==> src/rtl/booth_pp_accumulator.sv <==
`default_nettype none
// ============================================================================
//  Module   : booth_pp_accumulator
//  Summary  : Sequential accumulator for radix-4 Booth partial products.
//             Takes one (pp, n, e) beat per accepted handshake, least-
//             significant digit first. Each beat is corrected by its negate
//             bit and weighted by 4^k. After D = M/2 beats the sum is
//             registered on product and presented on a valid/ready port.
//  Options  : PP_ACC_CHK_EN - when defined, every accepted beat checks
//             e == ~pp[N] and sets the sticky err flag on a mismatch.
//             When undefined, err is tied low and e is ignored.
//  Revision : 1.0 - initial release
// ============================================================================
module booth_pp_accumulator #(
    parameter int N = 4,               // multiplicand width
    parameter int M = 4                // multiplier width (even)
) (
    input  logic             clk,
    input  logic             rst,      // asynchronous, active low
    input  logic             in_valid,
    output logic             in_ready,
    input  logic [N:0]       pp,
    input  logic             n,
    input  logic             e,
    output logic             out_valid,
    input  logic             out_ready,
    output logic [N+M-1:0]   product,
    output logic             err
);

    localparam int W  = N + M;
    localparam int D  = M / 2;
    localparam int CW = (D > 1) ? $clog2(D) : 1;
    localparam logic [CW-1:0] LAST_DIGIT = CW'(D - 1);

    localparam logic [0:0] S_ACC = 1'b0;
    localparam logic [0:0] S_OUT = 1'b1;

    logic [0:0]    state;
    logic [0:0]    state_next;
    logic [CW-1:0] cnt;
    logic [W-1:0]  acc;
    logic          accept;
    logic          last_beat;
    logic [W-1:0]  beat_ext;
    logic [W-1:0]  beat_shifted;
    logic [W-1:0]  sum;

    // Beat correction and weighting: sign-extend pp, add the negate bit,
    // then shift by two bits per digit position. All arithmetic wraps mod 2^W.
    assign accept       = in_valid & in_ready;
    assign last_beat    = (cnt == LAST_DIGIT);
    assign beat_ext     = {{(W-N-1){pp[N]}}, pp} + W'(n);
    assign beat_shifted = beat_ext << {cnt, 1'b0};
    assign sum          = acc + beat_shifted;

    // State register
    always_ff @(posedge clk or negedge rst) begin
        if (!rst) begin
            state <= S_ACC;
        end else begin
            state <= state_next;
        end
    end

    // Next-state logic: leave ACC on the last digit, leave OUT on handshake
    always_comb begin
        state_next = state;
        case (state)
            S_ACC:   if (accept && last_beat) state_next = S_OUT;
            S_OUT:   if (out_ready)           state_next = S_ACC;
            default: state_next = S_ACC;
        endcase
    end

    // Output decode: beats are only taken while accumulating, so the
    // handshake cycle of OUT never swallows the next digit 0.
    always_comb begin
        in_ready  = 1'b0;
        out_valid = 1'b0;
        case (state)
            S_ACC:   in_ready  = 1'b1;
            S_OUT:   out_valid = 1'b1;
            default: in_ready  = 1'b0;
        endcase
    end

    // Datapath: accumulate beats, hand the final sum to product and clear
    always_ff @(posedge clk or negedge rst) begin
        if (!rst) begin
            acc     <= '0;
            cnt     <= '0;
            product <= '0;
        end else if (accept) begin
            if (last_beat) begin
                product <= sum;
                acc     <= '0;
                cnt     <= '0;
            end else begin
                acc     <= sum;
                cnt     <= cnt + CW'(1);
            end
        end
    end

`ifdef PP_ACC_CHK_EN
    // Sticky sign-extension check: a valid generator always drives e = ~pp[N]
    always_ff @(posedge clk or negedge rst) begin
        if (!rst) begin
            err <= 1'b0;
        end else if (accept && (e != ~pp[N])) begin
            err <= 1'b1;
        end
    end
`else
    // Check disabled: err is constant and e has no function
    logic unused_chk;
    assign unused_chk = e;
    assign err        = 1'b0;
`endif

endmodule
`default_nettype wire

==> config.mk <==
export PLATFORM = sky130hd
export DESIGN_NAME = booth_pp_accumulator
export DESIGN_NICKNAME = d
export VERILOG_FILES = /design/src/rtl/booth_pp_accumulator.sv
export SDC_FILE = /design/constraint.sdc
export NUM_CORES = 1
export LEC_CHECK = 0
export BUFFER_PORTS_ARGS = -buffer_cell sky130_fd_sc_hd__buf_2
export CORE_MARGIN = 2
export CORE_UTILIZATION = 45
export DETAILED_ROUTE_END_ITERATION = 10
export PLACE_DENSITY = 0.67
export SLEW_MARGIN = 5
export SYNTH_ARGS = -nofsm -noshare
export SYNTH_HDL_FRONTEND = slang
export SYNTH_SLANG_ARGS = --single-unit
export TNS_END_PERCENT = 5
==> constraint.sdc <==
create_clock -name clk -period 4.9 [get_ports clk]
set_clock_uncertainty 0.05 [all_clocks]
set_input_delay 0.49 -clock clk [delete_from_list [all_inputs] [get_ports clk]]
set_output_delay 0.49 -clock clk [all_outputs]
set_load 0.02 [all_outputs]
==> reports/qor.log <==
[layout] share of cells above drive strength 1 26.1%
[synth] sequential area share after synthesis 38.7%
[power_and_ir_drop] fraction of power spent switching nets 43.1%
[power_and_ir_drop] Lkg Pwr 0.641 nW
[power_and_ir_drop] clock share of power 8.6%
[placed_design] Setup Slack @ Placement 1.66 ns
[sta] final setup vio count 0
[critical_path] Critical Path Sink acc[7]
[critical_path] r2r setup slk 2.09 ns
[floorplan] number of placed I/O pins 22
[cts] insertion delay of the later-clocked pin in the worst-skew pair 0.29 ns
[hold_path] Hold WC Path Type primary input to asynchronous set/reset pin
[power_and_ir_drop] Worst VDD drop 0.401 mV
[sta] Final period util 59.7%
[critical_path] launch point of the worst path pp[0]
[synth] share of synthesized flip-flops with an asynchronous set or reset 100%
[synth] FF+latch count, synth 18
[power_and_ir_drop] power share of the sequential group 33.0%
[critical_path] data arrival at the endpoint of the critical path 3.07 ns
[drt] via total after detailed routing 867
[cts] hold_buf cts 0
[flow_run] Max Cap Viol 0
[critical_path] CP startpoint kind primary input
[floorplan] area of the die 3010 µm²
[floorplan] horizontal die dimension 54.9 µm
[global_routing] pin count of the biggest net entering global routing 20
[floorplan] cell row count 18
[synth] dominant register cell in the synthesized netlist sky130_fd_sc_hd__dfrtp_1
[sta] Max Freq 342 MHz
[sta] setup repair after global routing missed its margin false
[layout] Synth-to-Final Area Change 11.3%
[synth] number of instances in the synthesized netlist 117
[synth] cell area after synthesis 1160 µm²
[synth] Post-Synthesis Net Count 138
[critical_path] kind of end point of the critical path flip-flop
[placed_design] number of buffers added on ports 19
[power_and_ir_drop] internal power 0.467 mW
[critical_path] worst reg2reg endpoint acc[7]
[sta] post-route setup slack 1.97 ns
[cts] TritonCTS clock tree done
[synth] number of synthesis warnings 0
[sta] minimum clock period after layout 2.93 ns
[layout] fin cells 164
[placed_design] dpl cells 161
[sta] Slew Limit Fails 0
[synth] Avg Synthesized Cell Area 9.96 µm²
[layout] # nets final 157
[critical_path] Register-to-Register Path Depth 9
[sta] WHS 0.0597 ns
[drt] total wirelength of the detailed-routed design 2.11 mm
[global_routing] global route overflow 0
[drt] TritonRoute pass-1 iters 3
[drt] DRC violations left 0
[cts] number of setup buffers added after CTS 0
[sta] actual slew at the worst max-slew pin 0.611 ns
[critical_path] Worst R2R Start cnt
[global_routing] all-layer global routing usage 16.6%
[cts] total clock buffers created by CTS 3
[drt] antenna violation net count after detailed routing 0
[drt] initial detailed-routing violation count 5
[cts] CTS HTree Levels 1
[layout] antenna cell count 0
[cts] count of instances resized after the clock tree is built 0
[sta] Slew headroom 59.3%
[synth] Post-synth EDFFs 0
[synth] unique cell type count in the Yosys netlist 34
[power_and_ir_drop] final total power 0.821 mW
[power_and_ir_drop] P per Cell Area 633 nW/µm²
[floorplan] Chip Height 54.9 µm
[cts] clock root cell sky130_fd_sc_hd__clkbuf_4
[cts] clock sink total 18
[drt] vias per cell 5.29
[critical_path] worst setup path category primary input to flip-flop
[placed_design] placer's final routability congestion estimate 0.757
[sta] final number of hold-violating endpoints 0
[sta] final-layout setup total negative slack 0 ns
[placed_design] post-DP HPWL 1.65 mm
[power_and_ir_drop] net switching power 0.354 mW
[status] run status complete, no violations
[critical_path] top fanout value on the critical path 4
[global_routing] via count of the first global-routing pass 849
[cts] clock transition time at the flip-flop clock pins of the worst setup and hold paths 0.09 ns
[critical_path] worst endpoint required time 5.05 ns
[cts] CTS Buffer Depth 2
[global_routing] initial antenna violation count 0
[global_routing] global-route wire length before repair 3.54 mm
[power_and_ir_drop] logic gate share of total power 58.4%
[floorplan] core footprint 2450 µm²
[drt] average wire length per cell after detail routing 12.9 µm
[floorplan] initial cell density of the core 47.5%
-- power by group through the flow --
stage | clock network [mW] | registers (mW) | logic (mW)
5_1_grt | 0.0754 | 0.283 | 0.539
6_report | 0.0704 | 0.271 | 0.480
2_1_floorplan | 0 | 0.294 | 0.353
4_1_cts | 0.0735 | 0.272 | 0.485
3_5_place_dp | 0 | 0.276 | 0.482
3_3_place_gp | 0 | 0.272 | 0.469
-- how the worst min path moves through the flow --
stage / startpoint / end / slack (ns) / depth (start not counted)
floorplan: rst / acc[0] / 0.14 / 0
global placement: rst / state / 0.38 / 1
detailed placement: rst / state / 0.39 / 1
CTS: rst / state / 0.07 / 1
global route: rst / state / 0.09 / 1
finish: rst / state / 0.06 / 1
-- cells in the final DEF (no fill, tap or decap), types with 2 or more instances in the layout --
cell                       count
sky130_fd_sc_hd__buf_2        19
sky130_fd_sc_hd__mux2_2        7
sky130_fd_sc_hd__nand2_1      15
sky130_fd_sc_hd__xor2_1        2
sky130_fd_sc_hd__o21ai_0      10
sky130_fd_sc_hd__xnor2_1       6
sky130_fd_sc_hd__clkbuf_4      3
sky130_fd_sc_hd__nand3_1       4
sky130_fd_sc_hd__a22o_1        4
sky130_fd_sc_hd__nand2b_1      2
sky130_fd_sc_hd__a21oi_1       6
sky130_fd_sc_hd__dfrtp_1      18
sky130_fd_sc_hd__inv_1         5
sky130_fd_sc_hd__ha_1          9
sky130_fd_sc_hd__mux2i_1       2
sky130_fd_sc_hd__and2_4        2
sky130_fd_sc_hd__nor2_1        5
-- layout make-up --
type	count	area, µm²
Fill cell	240	1160
Multi-Input combinational cell	89	672
Sequential cell	18	450
Timing Repair Buffer	19	95.1
Tap cell	30	37.5
Clock buffer	3	22.5
Inverter	5	18.8
-- through the flow --
| step | util (%) | instance area [µm²] |
|---|---|---|
| finish | 52.8 | 1300 |
| CTS | 52.8 | 1300 |
| global placement | 51.9 | 1270 |
| detailed placement | 51.9 | 1270 |
| global route | 52.8 | 1300 |
| floorplan | - | 1160 |
-- cells in the mapped netlist (4+ instances only) --
cell type / n / area [µm²]
sky130_fd_sc_hd__dfrtp_1: 18 / 450
sky130_fd_sc_hd__nand2_1: 15 / 56.3
sky130_fd_sc_hd__o21ai_0: 10 / 50.1
sky130_fd_sc_hd__ha_1: 9 / 113
sky130_fd_sc_hd__mux2_2: 7 / 78.8
sky130_fd_sc_hd__a21oi_1: 6 / 30.0
sky130_fd_sc_hd__xnor2_1: 6 / 52.6
sky130_fd_sc_hd__inv_1: 5 / 18.8
sky130_fd_sc_hd__nor2_1: 5 / 18.8
sky130_fd_sc_hd__a22o_1: 4 / 35.0
sky130_fd_sc_hd__nand3_1: 4 / 20.0
-- sequential cells by signal (all words and copies together), names as in the netlist --
signal   count
acc          8
product      8
cnt          1
state        1
-- worst max-delay path: stages --
cell	delay, ns
sky130_fd_sc_hd__buf_2	0.10
sky130_fd_sc_hd__ha_1	0.24
sky130_fd_sc_hd__ha_1	0.24
sky130_fd_sc_hd__nand3_1	0.12
sky130_fd_sc_hd__mux2_2	0.33
sky130_fd_sc_hd__a21oi_1	0.15
sky130_fd_sc_hd__ha_1	0.30
sky130_fd_sc_hd__a21oi_1	0.17
sky130_fd_sc_hd__o21ai_0	0.17
sky130_fd_sc_hd__or3_4	0.40
sky130_fd_sc_hd__and2_4	0.16
sky130_fd_sc_hd__o311ai_2	0.20
-- kinds of logic (layout without fill, tap and decap cells) --
group,count (synthesis),count (layout),share of synthesized area [%]
buffers and inverters,10,27,3.65
DFF,18,18,38.7
xor gates and xnor gates,9,9,8.06
other,1,1,0.322
muxes,9,9,8.49
and+or+nand+nor,33,33,14.6
adders and majority gates,10,10,11.4
AOI/OAI and AO/OA,27,27,14.8
-- routing by layer --
layer,share of wire [%],global-route usage (%)
met1,49,21.5
met2,45,27.8
met3,4.1,1.64
met4,2.0,7.50
met5,0,0
(Power assumes the default switching activity.)
